[src/rtl/frame_receiver_pkg.sv]
// Shared router package: frame geometry defaults, receiver state encoding
// and the width of the optional statistics counters.
package frame_receiver_pkg;

    localparam int unsigned FR_ADDR_W    = 4;
    localparam int unsigned FR_PAYLOAD_W = 32;
    localparam int unsigned FR_STATS_W   = 16;

    typedef enum logic [1:0] {
        WAIT_IDLE = 2'd0,
        IDLE      = 2'd1,
        ADDR      = 2'd2,
        DATA      = 2'd3
    } fr_state_e;

endpackage

[src/rtl/frame_receiver_sat_counter.sv]
// Saturating event counter.
// Ports:
//   clock  - rising-edge clock
//   reset  - synchronous active-high clear
//   inc    - count one event this cycle
//   count  - current value, sticks at all-ones
module sat_counter
    import frame_receiver_pkg::*;
#(
    parameter int unsigned W = FR_STATS_W
) (
    input  logic         clock,
    input  logic         reset,
    input  logic         inc,
    output logic [W-1:0] count
);

    always_ff @(posedge clock) begin
        if (reset) begin
            count <= '0;
        end else if (inc && (count != {W{1'b1}})) begin
            count <= count + W'(1);
        end
    end

endmodule

[src/rtl/frame_receiver.sv]
// Serial frame receiver for one router port. Deserializes an LSB-first
// address + fixed-length payload framed by active-low frame_n/valid_n and
// pushes each good frame to the port FIFO with a one-cycle vld strobe.
// Ports:
//   clock, reset        - rising-edge clock, synchronous active-high reset
//   frame_n, valid_n    - active-low frame envelope and payload-bit qualifier
//   di                  - serial data, LSB first
//   full                - downstream FIFO full, sampled in the terminating cycle
//   addr, payload       - last accepted frame (change only with vld)
//   vld, err, drop      - one-cycle pulses: pushed / malformed / lost to full
// Option FRAME_RX_STATS_EN adds ok_cnt/err_cnt/drop_cnt saturating counters.
module frame_receiver
    import frame_receiver_pkg::*;
#(
    parameter int unsigned ADDR_W    = FR_ADDR_W,
    parameter int unsigned PAYLOAD_W = FR_PAYLOAD_W
) (
    input  logic                  clock,
    input  logic                  reset,
    input  logic                  frame_n,
    input  logic                  valid_n,
    input  logic                  di,
    input  logic                  full,
    output logic [ADDR_W-1:0]     addr,
    output logic [PAYLOAD_W-1:0]  payload,
    output logic                  vld,
    output logic                  err,
    output logic                  drop
`ifdef FRAME_RX_STATS_EN
    ,
    output logic [FR_STATS_W-1:0] ok_cnt,
    output logic [FR_STATS_W-1:0] err_cnt,
    output logic [FR_STATS_W-1:0] drop_cnt
`endif
);

    // Sized to hold PAYLOAD_W itself plus the terminating bit, so it never wraps.
    localparam int unsigned CNT_W = $clog2(PAYLOAD_W + 2);

    fr_state_e              state;
    logic [CNT_W-1:0]       cnt;
    logic [ADDR_W-1:0]      addr_sh;
    logic [PAYLOAD_W-1:0]   payload_sh;

    logic [CNT_W-1:0]       cnt_term_c;
    logic [PAYLOAD_W-1:0]   payload_fin_c;

    // Bits are shifted in from the top, so after exactly W shifts the first
    // (LSB) bit sits at position 0. The terminating cycle may carry the last bit.
    always_comb begin
        cnt_term_c    = cnt + CNT_W'(!valid_n);
        payload_fin_c = valid_n ? payload_sh : {di, payload_sh[PAYLOAD_W-1:1]};
    end

    // Receive FSM with datapath and registered strobes.
    always_ff @(posedge clock) begin
        if (reset) begin
            state      <= WAIT_IDLE;
            cnt        <= '0;
            addr_sh    <= '0;
            payload_sh <= '0;
            addr       <= '0;
            payload    <= '0;
            vld        <= 1'b0;
            err        <= 1'b0;
            drop       <= 1'b0;
        end else begin
            vld  <= 1'b0;
            err  <= 1'b0;
            drop <= 1'b0;
            case (state)
                // Wait for a frame gap so a frame tail is never captured.
                WAIT_IDLE: begin
                    if (frame_n) begin
                        state <= IDLE;
                    end
                end
                IDLE: begin
                    if (!frame_n) begin
                        addr_sh <= {di, addr_sh[ADDR_W-1:1]};
                        cnt     <= CNT_W'(1);
                        state   <= ADDR;
                    end
                end
                ADDR: begin
                    if (frame_n) begin
                        err   <= 1'b1;
                        cnt   <= '0;
                        state <= WAIT_IDLE;
                    end else begin
                        addr_sh <= {di, addr_sh[ADDR_W-1:1]};
                        if (cnt == CNT_W'(ADDR_W - 1)) begin
                            cnt   <= '0;
                            state <= DATA;
                        end else begin
                            cnt <= cnt + CNT_W'(1);
                        end
                    end
                end
                DATA: begin
                    if (frame_n) begin
                        if (cnt_term_c == CNT_W'(PAYLOAD_W)) begin
                            if (full) begin
                                drop <= 1'b1;
                            end else begin
                                vld     <= 1'b1;
                                addr    <= addr_sh;
                                payload <= payload_fin_c;
                            end
                        end else begin
                            err <= 1'b1;
                        end
                        cnt   <= '0;
                        state <= IDLE;
                    end else if (!valid_n) begin
                        if (cnt == CNT_W'(PAYLOAD_W)) begin
                            err   <= 1'b1;
                            cnt   <= '0;
                            state <= WAIT_IDLE;
                        end else begin
                            payload_sh <= {di, payload_sh[PAYLOAD_W-1:1]};
                            cnt        <= cnt + CNT_W'(1);
                        end
                    end
                end
                default: begin
                    state <= WAIT_IDLE;
                end
            endcase
        end
    end

`ifdef FRAME_RX_STATS_EN
    sat_counter #(.W(FR_STATS_W)) u_ok_cnt (
        .clock (clock),
        .reset (reset),
        .inc   (vld),
        .count (ok_cnt)
    );

    sat_counter #(.W(FR_STATS_W)) u_err_cnt (
        .clock (clock),
        .reset (reset),
        .inc   (err),
        .count (err_cnt)
    );

    sat_counter #(.W(FR_STATS_W)) u_drop_cnt (
        .clock (clock),
        .reset (reset),
        .inc   (drop),
        .count (drop_cnt)
    );
`endif

endmodule

[config.mk]
export PLATFORM = sky130hd
export DESIGN_NAME = frame_receiver
export DESIGN_NICKNAME = d
export VERILOG_FILES = /design/src/rtl/frame_receiver_pkg.sv /design/src/rtl/frame_receiver_sat_counter.sv /design/src/rtl/frame_receiver.sv
export SDC_FILE = /design/constraint.sdc
export NUM_CORES = 1
export LEC_CHECK = 0
export CORE_ASPECT_RATIO = 0.5
export CORE_MARGIN = 1
export CORE_UTILIZATION = 60
export CTS_CLUSTER_DIAMETER = 100
export CTS_CLUSTER_SIZE = 20
export DETAILED_ROUTE_END_ITERATION = 8
export GPL_ROUTABILITY_DRIVEN = 0
export PLACE_DENSITY = 0.85
export SLEW_MARGIN = 20
export SYNTH_ARGS = -nofsm -noshare
export SYNTH_HDL_FRONTEND = slang
export SYNTH_SLANG_ARGS = --single-unit
[constraint.sdc]
create_clock -name clock -period 8.2 [get_ports clock]
set_input_delay 1.23 -clock clock [delete_from_list [all_inputs] [get_ports clock]]
set_output_delay 1.23 -clock clock [all_outputs]
set_load 0.01 [all_outputs]
**Yosys cells after proc, flatten, opt, wreduce, memory -nomap -nowiden**

Cells that the tools add are included.

- Bits of input ports: 6
- Flip-flop bits (word level): 83
- Word-level logic and storage cells: 62
- Output and inout bits: 39

- Mux-type cells: 24
- Reduce and logical (&&, ||, !) cells: 10
- Equal/unequal tests: 11
- Bitwise operators: 6
- Add/subtract/negate cells: 2

Operator list:

| cell | number |
|---|---|
| $mux W6 | 6 |
| $mux W32 | 1 |
| $pmux W6 S3 | 1 |
| $mux W2 | 7 |
| $eq A6 B6 Y1 const B | 2 |
| $ne A3 B3 Y1 const B | 3 |
| $pmux W2 S4 | 1 |
| $reduce_and A4 Y1 | 2 |
| $mux W1 | 7 |
| $add A6 B1 Y6 | 1 |
| $add A6 B1 Y6 const B | 1 |
| $eq A6 B2 Y1 const B | 1 |
| $not A1 Y1 | 6 |
| $reduce_and A5 Y1 | 1 |
| $eq A2 B2 Y1 const B | 2 |
| $ne A2 B2 Y1 const B | 2 |
| $reduce_or A4 Y1 | 1 |
| $reduce_and A3 Y1 | 1 |
| $reduce_bool A3 Y1 | 1 |
| $eq A2 B1 Y1 const B | 1 |
| $logic_not A2 Y1 | 1 |
| $pmux W1 S2 | 1 |
| $reduce_and A2 Y1 | 1 |
| $reduce_or A2 Y1 | 1 |
| $logic_not A1 Y1 | 1 |

**Depth between registers and ports, before layout**

- Depth after elaboration: 6
- Gate-level depth with buffers: 11
- Depth with buffers taken out: 8

**Worst setup path after synthesis**

OpenSTA, ideal clock, no wires.

- Path kind: in2reg
- From: input port valid_n
- To: register payload[22]
- Path slack: 4.704 ns
- Stages on the path: 10
- Data arrival time: 3.350 ns
- Required time: 8.054 ns
- Path through: buf_2 -> buf_1 -> inv_1 -> ha_1 -> ha_1 -> a2111oi_4 -> o2111a_4 -> buf_8 -> buf_6 -> a211oi_2

- Longest elaborated chain between the ends: 4
- Elaborated cells between the ends (all ways): 5

Ends and longest elaborated chain:

| what | line | RTL |
|---|---|---|
| start, declared | frame_receiver.sv:21 | `input logic valid_n,` |
| $logic_not A1 Y1 | n/a |  |
| $add A6 B1 Y6 | frame_receiver.sv:51 | `cnt_term_c = cnt + CNT_W'(!valid_n);` |
| $eq A6 B6 Y1 | frame_receiver.sv:102 | `if (cnt_term_c == CNT_W'(PAYLOAD_W)) begin` |
| $reduce_and A4 Y1 (no line) | n/a |  |
| end signal, assigned | frame_receiver.sv:108 | `payload <= payload_fin_c;` |
| end, declared | frame_receiver.sv:25 | `output logic [PAYLOAD_W-1:0] payload,` |

Parallel ways exist; a longest one is shown, timed or not.
A chain may end at the register's enable or synchronous reset.

**Worst setup path after layout**

- From: input port valid_n
- To: register addr[2]

- Longest elaborated chain between the ends: 4

Ends and longest elaborated chain:

| what | line | RTL |
|---|---|---|
| $logic_not A1 Y1 | n/a |  |
| $add A6 B1 Y6 | frame_receiver.sv:51 |  |
| $eq A6 B6 Y1 | frame_receiver.sv:102 |  |
| $reduce_and A4 Y1 (no line) | n/a |  |
| end signal, assigned | frame_receiver.sv:107 | `addr <= addr_sh;` |
| end, declared | frame_receiver.sv:24 | `output logic [ADDR_W-1:0] addr,` |

Every way passes these cells.

==> summary.txt <==
CTS
  – CTS max path bufs: 2
  – Clock Latency Late Sink: 0.35 ns
  – Number of buffers created by CTS: 9
  – Number of buffers inserted to repair setup after CTS: 0
  – Post-CTS clock slew at the launch and capture registers of the worst setup and hold paths: about 0.06 ns
  – Cts-stage hold buffer count: 0
  – Sink count of the clock tree: 83
  – Clock tree from TritonCTS: built
  – Post-cts gate resize count: 0
  – Maximum level of the CTS H-tree: 3
  – Clock root buffer: clkbuf_16

Drt
  – Antenna-violating nets left: 0
  – Drt total wl: about 7.9 mm
  – Remaining design rule violation count: 2
  – Mean routed wirelength per cell: roughly 15 µm
  – Via count of the routed design: approximately 3,000
  – Drt pass-1 iters: 7
  – DRT iter0 DRCs: 264
  – Ratio of routed vias to standard cells: between 5 and 6

Die
  – Starting Density: between 60 and 70%
  – Die span in x: roughly 120 µm
  – IO Count: between 40 and 50
  – Die boundary height: slightly below 60 µm
  – Core box area: approximately 6000 µm²
  – Area of the die: between 6000 and 7000 µm²
  – Std cell rows: 20

STA
  – Sum of negative setup slack: 0 ns
  – Slew Limit Fails: 0
  – Unrepaired setup endpoints after global routing: false
  – Final setup violation count: 0
  – Count of final hold-check violations: 0
  – Worst setup margin: 4.14 ns
  – Fmax: ~250 MHz
  – Worst clock skew: 0.00820 ns
  – Ratio of final minimum period to clock period: 49.6%
  – Slew Limit Headroom: ~29%
  – Slew @ Worst Pin: between 1 and 1.5 ns
  – Final critical delay including setup and external delays: about 4 ns
  – Worst hold slack: between 0.4 and 0.5 ns

Synthesis
  – Count of distinct cell types in the synthesized netlist: 44
  – Synthesized area per cell: 9.39 µm²
  – Post-Synthesis Cells: ~410
  – Flops & latches, synth: 83
  – Syn Std Cell Area: 3840 µm²
  – Warnings from Yosys: 0
  – Sequential element share of the synthesized area: between 40% and 50%
  – Synth Net Count: between 400 and 500

Global route
  – Wire length of the first global-routing pass: between 10 and 15 mm
  – Largest net degree at the start of global routing: 81
  – Number of global-route vias before repair: roughly 2,800
  – Number of antenna violations at the first check in global routing: 0
  – Remaining global-route overflow: 0
  – Overall track demand over capacity in global routing: 25.4%

Critical path
  – Data arrival time of the critical path: 4.26 ns
  – Req. time, crit path: around 8.4 ns
  – Category of the most critical setup path: in2reg
  – CP endpoint kind: flop
  – CP Launch Type: input port
  – Critical Path Fanout Max: just under 70

Layout
  – Final core occ: roughly 73%
  – Fill cell count: between 400 and 500
  – Number of antenna cells inserted: 0
  – Net count, final: 447
  – Fin area: ~4500 µm²
  – Relative area change from synthesis to final layout: 16.6%
  – Proportion of layout cells with a drive suffix above 1: between 10% and 20%
  – Count of placed standard cells in the final layout, fillers left out: 526

Placed design
  – Post-Place Cells: 510
  – Setup Slack @ Placement: 3.85 ns
  – Port-buffer cells: 44
  – Placed wire-length estimate after detailed placement: about 4.7 mm
  – Placed inst area: 4190 µm²

Worst hold path
  – Class of the worst hold path: reg2reg

Run status
  – Result of the run: complete, but fails checks
  – Violations in the final reports: design-rule violations

Power and ir drop
  – Leak pwr: about 1.5 nW
  – Cell Pwr Density: slightly below 200 nW/µm²
  – Post-route total power: 0.865 mW
  – Peak ir drop on the vdd network: roughly 110 µV

Flow run
  – Number of max-capacitance violations reported: 0
Yosys cell counts, drive strengths merged:
library cell,instances,area [µm²]
a21boi,1,7.51
a41o,1,10.0
o21ai,5,40.0
nand2b,3,18.8
o211ai,2,15.0
a21oi,36,184
and3,3,18.8
a31oi,9,56.3
buf,15,141
or3b,2,17.5
nor4bb,1,10.0
ha,8,100
inv,9,33.8
nand3,1,10.0
o41ai,1,16.3
nor2,47,176
a2111oi,1,27.5
clkbuf,18,70.1
nand2,74,278
o31a,2,17.5
a211oi,33,408
mux2i,40,400
nor3,1,5.00
nor2b,2,12.5
nor4b,1,8.76
nor3b,1,7.51
o32a,1,10.0
a32oi,1,8.76
or3,3,23.8
o211a,1,10.0
dfxtp,83,1660
o2111ai,1,8.76
or2,1,6.26
o2111a,1,20.0
registers in the layout (all words and copies together), names as in the netlist:
register and cells:
vld 1, cnt 6, payload 32, state 2, err 1, addr_sh 4
payload_sh 32, drop 1, addr 4
path summary, 6_finish.rpt:
| check | start | end | slack [ns] | cells after the start |
|---|---|---|---|---|
| min | payload_sh[0] | payload_sh[0] | 0.47 | 2 |
| min reg2reg | payload_sh[0] | payload_sh[0] | 0.47 | 2 |
| max reg2reg | cnt[0] | addr[2] | 5.34 | 7 |
| max | valid_n | addr[2] | 4.14 | 8 |
per-layer routing:
metal	vias up	track usage, %	part of all wire, %
met2	92	43.8	48
met1	1433	29.9	44
li1	1473	-	-
met3	20	8.34	5.2
met5	-	0	0
met4	0	10.0	2.1
power by group:
part	switching [mW]	internal, mW	total, mW
sequential	0.00512	0.407	0.412
combinational	0.0416	0.0244	0.0661
clock	0.171	0.216	0.387
area by class of cell:
cell class / instances / area [µm²] / share of cell area [%]
timing repair buffer: 46 / 445 / 9.95
multi-input combinational: 284 / 1940 / 43.3
sequential: 83 / 1660 / 37.1
clock buffer: 10 / 239 / 5.34
tap: 88 / 110 / 2.46
inverter: 9 / 33.8 / 0.755
clock inverter: 6 / 47.5 / 1.06
critical path, cell delays in order:
cell	delay (ns)
buf_2	0.79
inv_1	0.12
ha_1	0.28
ha_1	0.33
a2111oi_4	0.28
o2111a_4	0.86
mux2i_1	0.28
nor2_1	0.05
cell usage in the layout (no fill, tap or decap), types with 2 or more instances in the layout:
| cell type | instances |
|---|---|
| clkbuf_16 | 9 |
| mux2i_1 | 40 |
| o21ai_0 | 3 |
| or3b_2 | 2 |
| and3_1 | 3 |
| inv_6 | 2 |
| nor2b_1 | 2 |
| o211ai_1 | 2 |
| nand2b_1 | 3 |
| a211oi_2 | 32 |
| a31oi_1 | 9 |
| o31a_1 | 2 |
| buf_2 | 2 |
| buf_4 | 2 |
| clkdlybuf4s50_1 | 42 |
| inv_1 | 9 |
| nor2_1 | 47 |
| clkinv_4 | 2 |
| a21oi_1 | 35 |
| nand2_1 | 74 |
| ha_1 | 8 |
| dfxtp_1 | 83 |
| or3_1 | 2 |
kinds of logic after synthesis:
group | after synthesis | share of synthesized area, %
muxes | 40 | 10.4
buffers and inverters | 42 | 6.39
DFF | 83 | 43.3
AOI/OAI and AO/OA | 96 | 21.9
adders and majority gates | 8 | 2.61
and+or+nand+nor | 140 | 15.4
Power figures use the tool's default switching activity.
